[config.mk]
export PLATFORM = sky130hd
export DESIGN_NAME = axil_cmd_master_flat
export DESIGN_NICKNAME = d
export VERILOG_FILES = /design/src/rtl/axil_cmd_master_pkg.sv /design/src/rtl/axil_cmd_master_if.sv /design/src/rtl/axil_watchdog.sv /design/src/rtl/axil_cmd_master.sv /design/src/flat_wrapper.sv
export SDC_FILE = /design/constraint.sdc
export NUM_CORES = 1
export LEC_CHECK = 0
export ABC_CLOCK_PERIOD_IN_PS = 3800
export CORE_MARGIN = 4
export CORE_UTILIZATION = 41
export DETAILED_ROUTE_END_ITERATION = 8
export GPL_ROUTABILITY_DRIVEN = 1
export PLACE_DENSITY_LB_ADDON = 0.2
export SYNTH_ARGS = -nofsm -noshare
export SYNTH_HDL_FRONTEND = slang
export SYNTH_SLANG_ARGS = --single-unit
[constraint.sdc]
create_clock -name clk -period 3.8 [get_ports clk]
set_input_delay 0.57 -clock clk [delete_from_list [all_inputs] [get_ports clk]]
set_output_delay 0.57 -clock clk [all_outputs]
set_load 0.01 [all_outputs]
[src/rtl/axil_cmd_master_pkg.sv]
// rtl/axil_cmd_master_pkg.sv - shared constants for the AXI4-Lite command master
package axil_cmd_master_pkg;

    localparam int CGRA_AXI_ADDR_WIDTH    = 32;
    localparam int CGRA_AXI_DATA_WIDTH    = 32;
    localparam int DEFAULT_TIMEOUT_CYCLES = 1024;

    localparam logic [1:0] AXI_RESP_OKAY   = 2'b00;
    localparam logic [1:0] AXI_RESP_SLVERR = 2'b10;
    localparam logic [1:0] TIMEOUT_RESP    = 2'b11;

endpackage

[src/rtl/axil_cmd_master_if.sv]
// rtl/axil_cmd_master_if.sv - AXI4-Lite bus between the command master and the slave port
interface axil_cmd_master_if
    import axil_cmd_master_pkg::*;
#(
    parameter int ADDR_WIDTH = CGRA_AXI_ADDR_WIDTH,
    parameter int DATA_WIDTH = CGRA_AXI_DATA_WIDTH
);
    logic [ADDR_WIDTH-1:0] awaddr;
    logic                  awvalid;
    logic                  awready;
    logic [DATA_WIDTH-1:0] wdata;
    logic                  wvalid;
    logic                  wready;
    logic [1:0]            bresp;
    logic                  bvalid;
    logic                  bready;
    logic [ADDR_WIDTH-1:0] araddr;
    logic                  arvalid;
    logic                  arready;
    logic [DATA_WIDTH-1:0] rdata;
    logic [1:0]            rresp;
    logic                  rvalid;
    logic                  rready;

    modport master (
        output awaddr, awvalid, wdata, wvalid, bready, araddr, arvalid, rready,
        input  awready, wready, bresp, bvalid, arready, rdata, rresp, rvalid
    );

    modport slave (
        input  awaddr, awvalid, wdata, wvalid, bready, araddr, arvalid, rready,
        output awready, wready, bresp, bvalid, arready, rdata, rresp, rvalid
    );
endinterface

[src/rtl/axil_watchdog.sv]
// rtl/axil_watchdog.sv - per-transaction cycle counter with clear/enable/expire
module axil_watchdog
    import axil_cmd_master_pkg::*;
#(
    parameter int TIMEOUT_CYCLES = DEFAULT_TIMEOUT_CYCLES
) (
    input  logic clk,
    input  logic reset_n,
    input  logic clear,
    input  logic enable,
    output logic expire
);
    localparam int W = $clog2(TIMEOUT_CYCLES);
    localparam logic [W-1:0] LAST = W'(TIMEOUT_CYCLES - 1);

    logic [W-1:0] count;
    logic         at_last;

    assign at_last = (count == LAST);
    // Expire is only meaningful while the owner is counting.
    assign expire  = enable && at_last;

    // Count busy cycles; saturate at the limit so a late handshake cannot wrap it.
    always_ff @(posedge clk or negedge reset_n) begin
        if (!reset_n) begin
            count <= '0;
        end else if (clear) begin
            count <= '0;
        end else if (enable && !at_last) begin
            count <= count + W'(1);
        end
    end
endmodule

[src/rtl/axil_cmd_master.sv]
// rtl/axil_cmd_master.sv - single-outstanding AXI4-Lite master driven by a cmd/rsp stream
module axil_cmd_master
    import axil_cmd_master_pkg::*;
#(
    parameter int ADDR_WIDTH     = CGRA_AXI_ADDR_WIDTH,
    parameter int DATA_WIDTH     = CGRA_AXI_DATA_WIDTH,
    parameter int TIMEOUT_CYCLES = DEFAULT_TIMEOUT_CYCLES
) (
    input  logic                  clk,
    input  logic                  reset_n,
    input  logic                  cmd_valid,
    output logic                  cmd_ready,
    input  logic                  cmd_write,
    input  logic [ADDR_WIDTH-1:0] cmd_addr,
    input  logic [DATA_WIDTH-1:0] cmd_wdata,
    output logic                  rsp_valid,
    input  logic                  rsp_ready,
    output logic [DATA_WIDTH-1:0] rsp_rdata,
    output logic [1:0]            rsp_resp,
    output logic                  rsp_timeout,
    axil_cmd_master_if.master     axi
);
    typedef enum logic [2:0] {
        IDLE,
        WR_REQ,
        WR_RESP,
        RD_REQ,
        RD_DATA,
        RSP
    } state_t;

    state_t state;
    logic   aw_done;
    logic   w_done;
    logic   accept;
    logic   busy;
    logic   expire;
    logic   aw_done_nxt;
    logic   w_done_nxt;
    logic   step;

    assign accept      = (state == IDLE) && cmd_valid && cmd_ready;
    assign busy        = (state == WR_REQ) || (state == WR_RESP) ||
                         (state == RD_REQ) || (state == RD_DATA);
    assign aw_done_nxt = aw_done || (axi.awvalid && axi.awready);
    assign w_done_nxt  = w_done  || (axi.wvalid  && axi.wready);

    // The handshake that lets the current busy state advance; it beats the watchdog.
    always_comb begin
        step = 1'b0;
        case (state)
            WR_REQ:  step = aw_done_nxt && w_done_nxt;
            WR_RESP: step = axi.bvalid;
            RD_REQ:  step = axi.arready;
            RD_DATA: step = axi.rvalid;
            default: step = 1'b0;
        endcase
    end

    axil_watchdog #(
        .TIMEOUT_CYCLES(TIMEOUT_CYCLES)
    ) u_watchdog (
        .clk    (clk),
        .reset_n(reset_n),
        .clear  (accept),
        .enable (busy),
        .expire (expire)
    );

    // Transaction FSM; every output is a register updated here.
    always_ff @(posedge clk or negedge reset_n) begin
        if (!reset_n) begin
            state       <= IDLE;
            aw_done     <= 1'b0;
            w_done      <= 1'b0;
            cmd_ready   <= 1'b0;
            rsp_valid   <= 1'b0;
            rsp_rdata   <= '0;
            rsp_resp    <= AXI_RESP_OKAY;
            rsp_timeout <= 1'b0;
            axi.awaddr  <= '0;
            axi.awvalid <= 1'b0;
            axi.wdata   <= '0;
            axi.wvalid  <= 1'b0;
            axi.bready  <= 1'b0;
            axi.araddr  <= '0;
            axi.arvalid <= 1'b0;
            axi.rready  <= 1'b0;
        end else if (expire && !step) begin
            // Abort: drop every AXI handshake output and report a timeout.
            axi.awvalid <= 1'b0;
            axi.wvalid  <= 1'b0;
            axi.bready  <= 1'b0;
            axi.arvalid <= 1'b0;
            axi.rready  <= 1'b0;
            rsp_valid   <= 1'b1;
            rsp_rdata   <= '0;
            rsp_resp    <= TIMEOUT_RESP;
            rsp_timeout <= 1'b1;
            state       <= RSP;
        end else begin
            case (state)
                IDLE: begin
                    if (accept) begin
                        cmd_ready <= 1'b0;
                        aw_done   <= 1'b0;
                        w_done    <= 1'b0;
                        if (cmd_write) begin
                            axi.awaddr  <= cmd_addr;
                            axi.wdata   <= cmd_wdata;
                            axi.awvalid <= 1'b1;
                            axi.wvalid  <= 1'b1;
                            state       <= WR_REQ;
                        end else begin
                            axi.araddr  <= cmd_addr;
                            axi.arvalid <= 1'b1;
                            state       <= RD_REQ;
                        end
                    end else begin
                        cmd_ready <= 1'b1;
                    end
                end
                WR_REQ: begin
                    if (step) begin
                        axi.awvalid <= 1'b0;
                        axi.wvalid  <= 1'b0;
                        axi.bready  <= 1'b1;
                        state       <= WR_RESP;
                    end else begin
                        if (axi.awvalid && axi.awready) begin
                            axi.awvalid <= 1'b0;
                            aw_done     <= 1'b1;
                        end
                        if (axi.wvalid && axi.wready) begin
                            axi.wvalid <= 1'b0;
                            w_done     <= 1'b1;
                        end
                    end
                end
                WR_RESP: begin
                    if (step) begin
                        axi.bready  <= 1'b0;
                        rsp_valid   <= 1'b1;
                        rsp_rdata   <= '0;
                        rsp_resp    <= axi.bresp;
                        rsp_timeout <= 1'b0;
                        state       <= RSP;
                    end
                end
                RD_REQ: begin
                    if (step) begin
                        axi.arvalid <= 1'b0;
                        axi.rready  <= 1'b1;
                        state       <= RD_DATA;
                    end
                end
                RD_DATA: begin
                    if (step) begin
                        axi.rready  <= 1'b0;
                        rsp_valid   <= 1'b1;
                        rsp_rdata   <= axi.rdata;
                        rsp_resp    <= axi.rresp;
                        rsp_timeout <= 1'b0;
                        state       <= RSP;
                    end
                end
                RSP: begin
                    if (rsp_ready) begin
                        rsp_valid   <= 1'b0;
                        rsp_rdata   <= '0;
                        rsp_resp    <= AXI_RESP_OKAY;
                        rsp_timeout <= 1'b0;
                        state       <= IDLE;
                    end
                end
                default: state <= IDLE;
            endcase
        end
    end
endmodule

[src/flat_wrapper.sv]
// flat-port wrapper written by rule: the top's interface ports become plain ports
module axil_cmd_master_flat import axil_cmd_master_pkg::*;
#(
    parameter int ADDR_WIDTH     = CGRA_AXI_ADDR_WIDTH,
    parameter int DATA_WIDTH     = CGRA_AXI_DATA_WIDTH,
    parameter int TIMEOUT_CYCLES = DEFAULT_TIMEOUT_CYCLES
)
  (clk, reset_n, cmd_valid, cmd_ready, cmd_write, cmd_addr, cmd_wdata, rsp_valid, rsp_ready, rsp_rdata, rsp_resp, rsp_timeout, axi_awaddr, axi_awvalid, axi_wdata, axi_wvalid, axi_bready, axi_araddr, axi_arvalid, axi_rready, axi_awready, axi_wready, axi_bresp, axi_bvalid, axi_arready, axi_rdata, axi_rresp, axi_rvalid);
  axil_cmd_master_if #(.ADDR_WIDTH(ADDR_WIDTH), .DATA_WIDTH(DATA_WIDTH)) axi_i ();
  input  logic clk;
  input  logic reset_n;
  input  logic cmd_valid;
  output logic cmd_ready;
  input  logic cmd_write;
  input  logic [ADDR_WIDTH-1:0] cmd_addr;
  input  logic [DATA_WIDTH-1:0] cmd_wdata;
  output logic rsp_valid;
  input  logic rsp_ready;
  output logic [DATA_WIDTH-1:0] rsp_rdata;
  output logic [1:0] rsp_resp;
  output logic rsp_timeout;
  output wire logic [$bits(axi_i.awaddr)-1:0] axi_awaddr;
  output wire logic [$bits(axi_i.awvalid)-1:0] axi_awvalid;
  output wire logic [$bits(axi_i.wdata)-1:0] axi_wdata;
  output wire logic [$bits(axi_i.wvalid)-1:0] axi_wvalid;
  output wire logic [$bits(axi_i.bready)-1:0] axi_bready;
  output wire logic [$bits(axi_i.araddr)-1:0] axi_araddr;
  output wire logic [$bits(axi_i.arvalid)-1:0] axi_arvalid;
  output wire logic [$bits(axi_i.rready)-1:0] axi_rready;
  input wire logic [$bits(axi_i.awready)-1:0] axi_awready;
  input wire logic [$bits(axi_i.wready)-1:0] axi_wready;
  input wire logic [$bits(axi_i.bresp)-1:0] axi_bresp;
  input wire logic [$bits(axi_i.bvalid)-1:0] axi_bvalid;
  input wire logic [$bits(axi_i.arready)-1:0] axi_arready;
  input wire logic [$bits(axi_i.rdata)-1:0] axi_rdata;
  input wire logic [$bits(axi_i.rresp)-1:0] axi_rresp;
  input wire logic [$bits(axi_i.rvalid)-1:0] axi_rvalid;
  assign axi_awaddr = axi_i.awaddr;
  assign axi_awvalid = axi_i.awvalid;
  assign axi_wdata = axi_i.wdata;
  assign axi_wvalid = axi_i.wvalid;
  assign axi_bready = axi_i.bready;
  assign axi_araddr = axi_i.araddr;
  assign axi_arvalid = axi_i.arvalid;
  assign axi_rready = axi_i.rready;
  assign axi_i.awready = axi_awready;
  assign axi_i.wready = axi_wready;
  assign axi_i.bresp = axi_bresp;
  assign axi_i.bvalid = axi_bvalid;
  assign axi_i.arready = axi_arready;
  assign axi_i.rdata = axi_rdata;
  assign axi_i.rresp = axi_rresp;
  assign axi_i.rvalid = axi_rvalid;
  axil_cmd_master #(.ADDR_WIDTH(ADDR_WIDTH), .DATA_WIDTH(DATA_WIDTH), .TIMEOUT_CYCLES(TIMEOUT_CYCLES)) u_core (.clk(clk), .reset_n(reset_n), .cmd_valid(cmd_valid), .cmd_ready(cmd_ready), .cmd_write(cmd_write), .cmd_addr(cmd_addr), .cmd_wdata(cmd_wdata), .rsp_valid(rsp_valid), .rsp_ready(rsp_ready), .rsp_rdata(rsp_rdata), .rsp_resp(rsp_resp), .rsp_timeout(rsp_timeout), .axi(axi_i));
endmodule
==> metrics.md <==
| Metric | Value |
|---|---|
| Post-synthesis register bit count | 153 |
| Critical path arrival | 2.97 ns |
| Reg2Reg Depth | 5 |
| Clk sinks | 153 |
| Port Buffers | 247 |
| Reg-to-Reg Start | u_core.state[0]$_DFFE_PN0P_ |
| # DRC | 0 |
| CTS tree | done |
| Site Rows | 44 |
| Clock Pin Slew Worst Setup and Hold Paths | 0.06 ns |
| Routed WL per cell | 18.5 um |
| Internal | 5190 uW |
| Clock buffer count from CTS | 17 |
| Post-DP HPWL | 11,500 um |
| Min Tclk post-route | 2.68 ns |
| Grt ovf | 0 |
| Final hold vios | 0 |
| Required time of the worst setup path | 4.09 ns |
| Final WL | 16,100 um |
| Leakage | 0.00402 uW |
| Yosys warnings | 0 |
| Post_cts resized | 0 |
| Vias | 4,472 |
| Bufs on Longest Clock Path | 2 |
| Skew-Pair Late Insertion Delay | 0.41 ns |
| CP Capture Type | register |
| Leading cell types in the layout, fill and taps excluded | 246 x clkdlybuf4s50_1, 153 x dfrtp_1, 93 x mux2_2 |
| Sw Share | 0.311 |
| Hold buffers post-CTS | 0 |
| Max-capacitance violation count | 0 |
| Worst Hold Class | input port to asynchronous set/reset pin |
| Achievable clock frequency | 373 MHz |
| Slew headroom | 0.394 |
| Setup Skew | 0.00833 ns |
| Worst slack, placed | 1.02 ns |
| Synth cell types | 52 |
| Run status | finished, final reports clean |
| Crit Path Category | register to register |
| Pre-antenna DRT Iters | 4 |
| Final WS setup | 1.12 ns |
| Die W | 130 um |
| Global-route wire length before repair | 25,200 um |
| Share of layout cells above drive strength 1 | 0.206 |
| Nets | 785 |
| Highest-delay cell along the critical path | dfrtp_1 |
| Worst hold slack | 0.227 ns |
| Startpoint types | register |
| Synth Flop Type | dfrtp_1 |
| Initial antenna violation count | 0 |
| Register area share after synthesis | 0.629 |
| Slew @ Worst Pin | 0.907 ns |
| Max stage delay on crit path | 0.56 ns |
| Antenna cells | 0 |
| Combinational power share | 0.409 |
| Initial detailed-routing violation count | 321 |
| R2R Path End | u_core.axi.wdata[0]$_DFFE_PN0P_ |
| Psw | 2340 uW |
| Critical path peak fanout | 39 |
| Via/cell ratio | 5.14 |
| Post-CTS Setup Repair Bufs | 0 |
| Starting density of the core | 0.419 |
| Clock power frac | 0.216 |
| PwrDens | 809 mW/mm^2 |
| VDD IR-drop max | 0.465 mV |
| Post-layout util | 0.641 |
| CP Cell Sequence | nor3_1, and3_1, and2_2, buf_4, mux2_2 |
| Post-synth EDFFs | 0 |
| Synthesized area per cell | 14.3 sq um |
| Most common cell after layout, fill and taps aside | clkdlybuf4s50_1 |
| Routed Antenna Nets | 0 |
| RSZ-0062 raised after global routing | no |
| TNS Setup | 0 ns |
| Fillers | 1,119 |
| Gp weighted congestion | 0.833 |
| Seq pwr share | 0.375 |
| Die height | 130 um |
| IO Pins | 248 |
| Root buffer cell | clkbuf_16 |
| H-Tree Depth | 4 |
| Post-synthesis async set-or-reset flop share | 1.00 |
| Vias in the first global route | 4,798 |
| Synthesized instance count | 426 |
| Synthesized Nets | 537 |
| Area growth syn-to-layout | 53.0% |
| Die area | 0.0169 sq mm |
| Tot Pwr | 7530 uW |
| Reg2reg setup slack | 1.12 ns |
| Largest net degree at the start of global routing | 96 |
| Total core area | 0.0145 sq mm |
| Synthesized area | 0.00609 sq mm |
| Multi-input logic area | 0.00212 sq mm |
| Storage element area | 0.00383 sq mm |
| GRT Total Usage | 0.193 |
| Fin crit share | 0.705 |
| Final Slew Violations | 0 |
| Final setup fails | 0 |
[layout make-up]
class	instances	share of cell area
sequential	153	0.411
timing repair buffer	254	0.273
multi-input combinational	241	0.228
clock buffer	20	0.0480
tap	184	0.0247
clock inverter	11	0.0133
inverter	7	0.00282
[registers in the layout (all words and copies together), names as in the netlist, 2 cells and up]
name and cells:
u_core.rsp_resp 2, u_core.u_watchdog.count 10, u_core.state 3, u_core.axi.awaddr 32, u_core.rsp_rdata 32, u_core.axi.wdata 32, u_core.axi.araddr 32
[metal layers]
metal / vias to the layer above / wire, um / GRT usage / share of wire
met3: 15 / 1560 / 0.0872 / 0.096
met4: 0 / 212 / 0.0568 / 0.013
met5: - / 0 / 0 / 0
li1: 2047 / - / - / -
met1: 2240 / 6080 / 0.227 / 0.38
met2: 170 / 8280 / 0.319 / 0.51
[cell usage after synthesis, drive strengths merged, types with 5 or more instances]
| cell | instances | share of area |
|---|---|---|
| nand2 | 16 | 0.0099 |
| clkbuf | 9 | 0.0055 |
| nor2 | 15 | 0.0092 |
| mux2 | 98 | 0.18 |
| dfrtp | 153 | 0.63 |
| o21ai | 5 | 0.0041 |
| a22o | 33 | 0.047 |
| buf | 16 | 0.017 |
| a21oi | 11 | 0.0090 |
| inv | 7 | 0.0043 |
| or3 | 5 | 0.0051 |
| nand3 | 10 | 0.0090 |
[stage by stage]
| step | instance area, sq um | std cells |
|---|---|---|
| 3_3_place_gp | 8740 | 839 |
| 2_1_floorplan | 6090 | 426 |
| 3_5_place_dp | 8740 | 839 |
| 5_1_grt | 9310 | 870 |
| 4_1_cts | 9310 | 870 |
| 6_report | 9310 | 870 |
[cell families (layout without fill, tap and decap cells)]
logic type               after synthesis  after routing  synth area share
AO/OA/AOI/OAI                         69             69            0.0906
XOR/XNOR                               5              5           0.00843
AND/OR/NAND/NOR                       68             68            0.0606
buffers and inverters                 32            292            0.0269
flip-flops                           153            153             0.629
multiplexers                          98             98             0.182
adder cells (fa/ha/maj)                1              1           0.00205
[worst max-delay path by stage]
stage	cells past startpoint	start	slack (ns)	to
finish	5	u_core.state[0]$_DFFE_PN0P_	1.12	u_core.axi.wdata[0]$_DFFE_PN0P_
global route	5	u_core.state[0]$_DFFE_PN0P_	0.91	u_core.axi.wdata[9]$_DFFE_PN0P_
CTS	5	u_core.state[0]$_DFFE_PN0P_	1.12	u_core.axi.wdata[2]$_DFFE_PN0P_
detailed placement	5	cmd_valid	1.02	u_core.axi.wdata[11]$_DFFE_PN0P_
global placement	5	cmd_valid	1.06	u_core.axi.wdata[26]$_DFFE_PN0P_
floorplan	6	axi_rvalid	1.68	u_core.rsp_resp[0]$_DFFE_PN0P_
[critical path: cells and delay by family, from the launching register on]
kind	cells	cell delay, ns
muxes	1	0.39
buffers and inverters	1	0.43
and+or+nand+nor	3	1.14
DFF	1	0.56
[power by group through the flow]
| stage | registers (uW) | clock network [uW] | logic, uW |
|---|---|---|---|
| finish | 2820 | 1630 | 3080 |
| global route | 2920 | 1740 | 3320 |
| CTS | 2830 | 1670 | 3130 |
| detailed placement | 2830 | 0 | 3110 |
| global placement | 2790 | 0 | 3060 |
| floorplan | 3040 | 0 | 1140 |
Power figures use the tool's default switching activity.
